### config.mk
export PLATFORM = sky130hd
export DESIGN_NAME = data_frame_tx
export DESIGN_NICKNAME = d
export VERILOG_FILES = /design/src/rtl/data_frame_tx.sv
export SDC_FILE = /design/constraint.sdc
export NUM_CORES = 1
export LEC_CHECK = 0
export CAP_MARGIN = 20
export CORE_MARGIN = 3
export CORE_UTILIZATION = 39
export DETAILED_ROUTE_END_ITERATION = 10
export PLACE_DENSITY = 0.55
export SYNTH_ARGS = -nofsm -noshare
export SYNTH_HDL_FRONTEND = slang
export SYNTH_SLANG_ARGS = --single-unit
### constraint.sdc
create_clock -name CLK_30MHz -period 2.57 [get_ports CLK_30MHz]
set_input_delay 0.771 -clock CLK_30MHz [delete_from_list [all_inputs] [get_ports CLK_30MHz]]
set_output_delay 0.771 -clock CLK_30MHz [all_outputs]
set_load 0.03 [all_outputs]
### src/rtl/data_frame_tx.sv
// Serial frame transmitter: a small word FIFO feeds a preamble / data / gap
// framer. Words go out MSB first at one bit per clock.
module data_frame_tx #(
    parameter int PRE_LEN     = 10,
    parameter int FRAME_WORDS = 720,
    parameter int GAP_LEN     = 16,
    parameter int FIFO_DEPTH  = 8,
    parameter int START_LEVEL = 4
) (
    input  logic       CLK_30MHz,
    input  logic       RST,
    input  logic       WR_VALID,
    input  logic [9:0] WR_DATA,
    output logic       WR_READY,
    input  logic       CLR_ERR,
    output logic       DOUT,
    output logic       BUSY,
    output logic       FRAME_DONE,
    output logic       UNDERRUN
);

    localparam int AW = $clog2(FIFO_DEPTH);
    localparam int CW = AW + 1;
    localparam logic [CW-1:0] DEPTH_C   = CW'(FIFO_DEPTH);
    localparam logic [CW-1:0] START_C   = CW'(START_LEVEL);
    localparam logic [4:0]    PRE_LAST  = 5'(PRE_LEN - 1);
    localparam logic [4:0]    GAP_LAST  = 5'(GAP_LEN - 1);
    localparam logic [4:0]    BIT_LAST  = 5'd9;
    localparam logic [9:0]    WORD_LAST = 10'(FRAME_WORDS - 1);

    typedef enum logic [1:0] {
        S_IDLE = 2'd0,
        S_PRE  = 2'd1,
        S_DATA = 2'd2,
        S_GAP  = 2'd3
    } state_t;

    // FIFO storage and pointers
    logic [9:0]    mem_q [FIFO_DEPTH];
    logic [AW-1:0] wr_ptr_q, wr_ptr_d;
    logic [AW-1:0] rd_ptr_q, rd_ptr_d;
    logic [CW-1:0] count_q, count_d;
    logic          push, pop, fifo_empty;
    logic [9:0]    head;

    // Framer state
    state_t     state_q, state_d;
    logic [4:0] cnt_q, cnt_d;
    logic [9:0] word_q, word_d;
    logic [9:0] shift_q, shift_d;
    logic       dout_q, dout_d;
    logic       busy_q, busy_d;
    logic       done_q, done_d;
    logic       under_q, under_d;
    logic       pop_req, under_ev;

    assign WR_READY   = (count_q != DEPTH_C);
    assign fifo_empty = (count_q == '0);
    assign push       = WR_VALID & WR_READY;
    assign pop        = pop_req & ~fifo_empty;
    assign head       = mem_q[rd_ptr_q];

    assign DOUT       = dout_q;
    assign BUSY       = busy_q;
    assign FRAME_DONE = done_q;
    assign UNDERRUN   = under_q;

    // FIFO pointer and occupancy update; push and pop together leave occupancy unchanged
    always_comb begin
        wr_ptr_d = wr_ptr_q;
        rd_ptr_d = rd_ptr_q;
        count_d  = count_q;
        if (push) begin
            wr_ptr_d = wr_ptr_q + AW'(1);
        end
        if (pop) begin
            rd_ptr_d = rd_ptr_q + AW'(1);
        end
        case ({push, pop})
            2'b10:   count_d = count_q + CW'(1);
            2'b01:   count_d = count_q - CW'(1);
            default: count_d = count_q;
        endcase
    end

    // Framer next-state: one state per output bit, word fetched on the last bit of the previous slot
    always_comb begin
        state_d  = state_q;
        cnt_d    = cnt_q;
        word_d   = word_q;
        shift_d  = shift_q;
        pop_req  = 1'b0;
        under_ev = 1'b0;
        done_d   = 1'b0;
        case (state_q)
            S_IDLE: begin
                if (count_q >= START_C) begin
                    state_d = S_PRE;
                    cnt_d   = '0;
                end
            end
            S_PRE: begin
                if (cnt_q == PRE_LAST) begin
                    pop_req = 1'b1;
                    state_d = S_DATA;
                    cnt_d   = '0;
                    word_d  = '0;
                end else begin
                    cnt_d = cnt_q + 5'd1;
                end
            end
            S_DATA: begin
                shift_d = {shift_q[8:0], 1'b0};
                if (cnt_q == BIT_LAST) begin
                    cnt_d = '0;
                    if (word_q == WORD_LAST) begin
                        state_d = S_GAP;
                    end else begin
                        pop_req = 1'b1;
                        word_d  = word_q + 10'd1;
                    end
                end else begin
                    cnt_d = cnt_q + 5'd1;
                end
            end
            S_GAP: begin
                if (cnt_q == GAP_LAST) begin
                    state_d = S_IDLE;
                    cnt_d   = '0;
                    done_d  = 1'b1;
                end else begin
                    cnt_d = cnt_q + 5'd1;
                end
            end
            default: state_d = S_IDLE;
        endcase
        // An empty FIFO at fetch time sends a zero word so the frame keeps its length
        if (pop_req) begin
            if (fifo_empty) begin
                shift_d  = '0;
                under_ev = 1'b1;
            end else begin
                shift_d = head;
            end
        end
        under_d = under_ev | (under_q & ~CLR_ERR);
        dout_d  = (state_d == S_PRE) | ((state_d == S_DATA) & shift_d[9]);
        busy_d  = (state_d != S_IDLE);
    end

    // FIFO word storage
    always_ff @(posedge CLK_30MHz) begin
        if (push) begin
            mem_q[wr_ptr_q] <= WR_DATA;
        end
    end

    // Control registers with synchronous reset; the shift register carries data only
    always_ff @(posedge CLK_30MHz) begin
        if (RST) begin
            state_q  <= S_IDLE;
            cnt_q    <= '0;
            word_q   <= '0;
            dout_q   <= 1'b0;
            busy_q   <= 1'b0;
            done_q   <= 1'b0;
            under_q  <= 1'b0;
            wr_ptr_q <= '0;
            rd_ptr_q <= '0;
            count_q  <= '0;
        end else begin
            state_q  <= state_d;
            cnt_q    <= cnt_d;
            word_q   <= word_d;
            dout_q   <= dout_d;
            busy_q   <= busy_d;
            done_q   <= done_d;
            under_q  <= under_d;
            wr_ptr_q <= wr_ptr_d;
            rd_ptr_q <= rd_ptr_d;
            count_q  <= count_d;
        end
        shift_q <= shift_d;
    end

endmodule

==> impl_metrics.toml <==
[synthesis]
netlist_top_cells_count = "edfxtp_1, dfxtp_1, nor2_1"
syn_nets = 377
synth-warning-count = 0
synth_area_leaders = "edfxtp_1, dfxtp_1, mux4_2, ha_1, xor2_1"
top_count_cell_post_synth = "edfxtp_1"
synth_top_area_share_pct = 51.1
syn_area_um2 = 5230
netlist.top_cell.by_area = "edfxtp_1"
async_reset_ff_share_pct = 0
syn_inst_count = 348
number_of_synthesized_flops_with_an_enable_pin = 89
synthesized_area_per_cell_um2 = 15.0
post_synthesis_register_bit_count = 124
synth.lib_cells_used.distinct = 51
yosys_most_used_dff = "edfxtp_1"
ys_seq_area_share_pct = 64.5

[placement]
gpl.final_weighted_congestion = 0.794
hpwl_um = 6390
cell_total_after_placement = 555
numPortBuffers = 18

[timing]
final_min_period_over_clock_period_pct = 96.2
report.final.slew_viol_count = 0
fin_skew_ns = 0.00702
worst_max_slew_pin_slew_ns = 0.700
number_of_endpoints_with_negative_hold_slack_in_the_final_report = 0
finalSetupViolations = 0
fmax_mhz = 405
min_period_ns = 2.47
setup_repair_after_global_routing_missed_its_margin = "no"
max-slew-margin-rel_pct = 53.2

[critical_path]
gate_family_responsible_for_the_most_delay_along_the_worst_path = "simple AND/OR/NAND/NOR gates"
critical_path_cell_by_cell = "or4b_4, dlygate4sd2_1"
timing.critical_path.arrival_ns = 1.70
timing.critical_path.from_type = "flop"
rrSetupSlack_ns = 0.17
r2r_start = "word_q[0]"
cp.buffers_inverters = 1
critical_path_peak_fanout = 5
worst-path-stages = 2
critPathKind = "reg2out"
critical-path-slowest-cell = "or4b_4"
end_kind = "output pin"
regToRegEndpoint = "count_q[3]"
critPathLaunch = "count_q[0]"
worst-r2r-cell-count = 11
worst-endpoint-required_ns = 1.80
crit_path_max_incr_delay_ns = 0.59

[min_path]
worstHoldStart = "word_q[1]"
timing.hold.worst_endpoint = "word_q[1]"
min_delay_path_depth = 2
min-delay-path-class = "reg2reg"

[floorplanning]
floorplan.rows = 41
top_level_ports = 19
chipWidth_um = 122
initial_core_util_pct = 40.6
core_area_um2 = 12900
die-height_um = 122
die_area_um2 = 14800

[final_layout]
layout.cells.non_filler = 587
antennaDiodeCount = 0
layout-drive-gt1-share_pct = 24.6
layout-area-overhead-vs-synth_pct = 22.4
fin_nets = 431

[global_route]
grt_antenna_before_repair = 0
grt_first_pass_wirelength_um = 16000
pin_count_of_the_biggest_net_entering_global_routing = 20
grt_overflow_total = 0
track_usage_pct = 14.7
grt_pass1_vias = 3087

[drt]
wire_per_inst_um = 16.7
drtAntennaViolNets = 0
detail_route.iter0.violations = 226
residual_drc = 0
detail_route.wirelength_um = 9790
viasPerCell = 5.12
vias = 3005
detail_route.first_pass.iterations = 5

[power]
power.share.switching_pct = 21.1
power_report.internal_total_uw = 3740
clkPwrFrac_pct = 46.9
power_leakage_uw = 0.00218
power_density_nw_per_um2 = 741
power.share.combinational_pct = 6.4
vdd_drop_max_mv = 0.529
total_power_uw = 4740
sequentialPowerShare_pct = 46.7
p_sw_uw = 1000

[clocking]
cts.root.buffer_cell = "clkbuf_16"
cts_tree = "done"
clockBufferDepth = 2
clk_transition_reported_paths_ns = 0.05
post_cts.repair.setup_buffers = 0
cts_sinks = 124
cts-hold-fix-buffers = 0
cts_buffers = 17
clock_tree.htree_level_count = 4
clkLatencyLatePin_ns = 0.41

[run]
max_cap_viol_count = 0

[outcome]
status = "finished, final reports clean"
cells in the final DEF (no fill, tap or decap), types with 3 or more instances in the layout:
cell and instances:
a21oi_1 14, and3_1 3, buf_4 32, clkbuf_1 3, clkbuf_16 17, clkdlybuf4s50_1 17
clkinv_1 3, clkinv_4 4, dfxtp_1 33, edfxtp_1 89, ha_1 12, inv_1 6
mux2i_1 13, mux4_2 20, nand2_1 11, nand3_1 13, nor2_1 33, nor2b_1 3
nor3_1 8, o21ai_0 6, o2bb2ai_1 8, xor2_1 15
through the flow:
step	hold WS, ns	setup slack (ns)	setup TNS (ns)	util (%)	area [um^2]
global route	0.513	0.00598	0	49.7	6400
CTS	0.483	0.0242	0	49.4	6360
detailed placement	0.476	-0.0475	-0.0824	45.0	5800
finish	0.480	0.0984	0	49.7	6400
floorplan	0.453	-0.0356	-0.0356	-	5240
global placement	0.469	-0.0151	-0.0151	45.0	5800
power by group through the flow:
stage	clock network, uW	logic [uW]	registers [uW]
after global placement	0	303	2250
after floorplan	0	159	2270
final	2220	304	2220
after global routing	2370	336	2220
after detailed placement	0	303	2260
after CTS	2280	305	2210
cell type report:
cell class              count  area [um^2]
repair buffers             50          419
inverters                   7         26.3
multi-input cells         202         1800
flip-flops and latches    124         3380
clock inverters            12          124
fillers                  1115         6470
well taps                 172          215
clock buffers              20          437
state kept, by name, indices dropped and copies added, names as in the netlist, named ones only:
name and cells:
rd_ptr_q 3, word_q 10, DOUT 1, cnt_q 5
state_q 2, mem_q 80, wr_ptr_q 3, shift_q 10
BUSY 1, FRAME_DONE 1, UNDERRUN 1, count_q 4
what timing repair did:
action                     in CTS  in global routing
resized for setup               2                  9
gates cloned                    0                  0
pin swaps                       0                  2
setup endpoints to repair       1                  3
logic make-up (layout without fill, tap and decap cells):
| group | count (synthesis) | count (layout) | synth area share (%) |
|---|---|---|---|
| flip-flops | 124 | 124 | 64.5 |
| AND/OR/NAND/NOR | 100 | 100 | 11.0 |
| AO/OA/AOI/OAI | 38 | 38 | 5.00 |
| multiplexers | 33 | 33 | 11.1 |
| buffers and inverters | 22 | 89 | 2.18 |
| XOR/XNOR | 16 | 16 | 2.68 |
| adder cells (fa/ha/maj) | 15 | 15 | 3.59 |
worst register-to-register path: cells and delay by family (launching register included):
kind	cells	cell delay, ns
AOI/OAI and AO/OA	3	0.38
adders and majority gates	2	0.40
buffers and inverters	1	0.06
DFF	1	0.36
and+or+nand+nor	5	1.13
metal layers:
layer  vias to the layer above  global-route usage [%]  part of all wire [%]
met4                         0                    5.88                   1.4
met3                        12                    4.97                   3.2
li1                       1443                       -                     -
met1                      1518                    17.8                    46
met5                         -                       0                     0
met2                        32                    24.3                    50
worst max-delay path by stage:
stage,slack [ns],endpoint
floorplan,-0.04,count_q[2]
global placement,-0.02,count_q[2]
detailed placement,-0.05,count_q[2]
CTS,0.02,WR_READY
global route,0.006,count_q[2]
finish,0.1,WR_READY
Note: power is estimated with default switching activity, not from simulation.
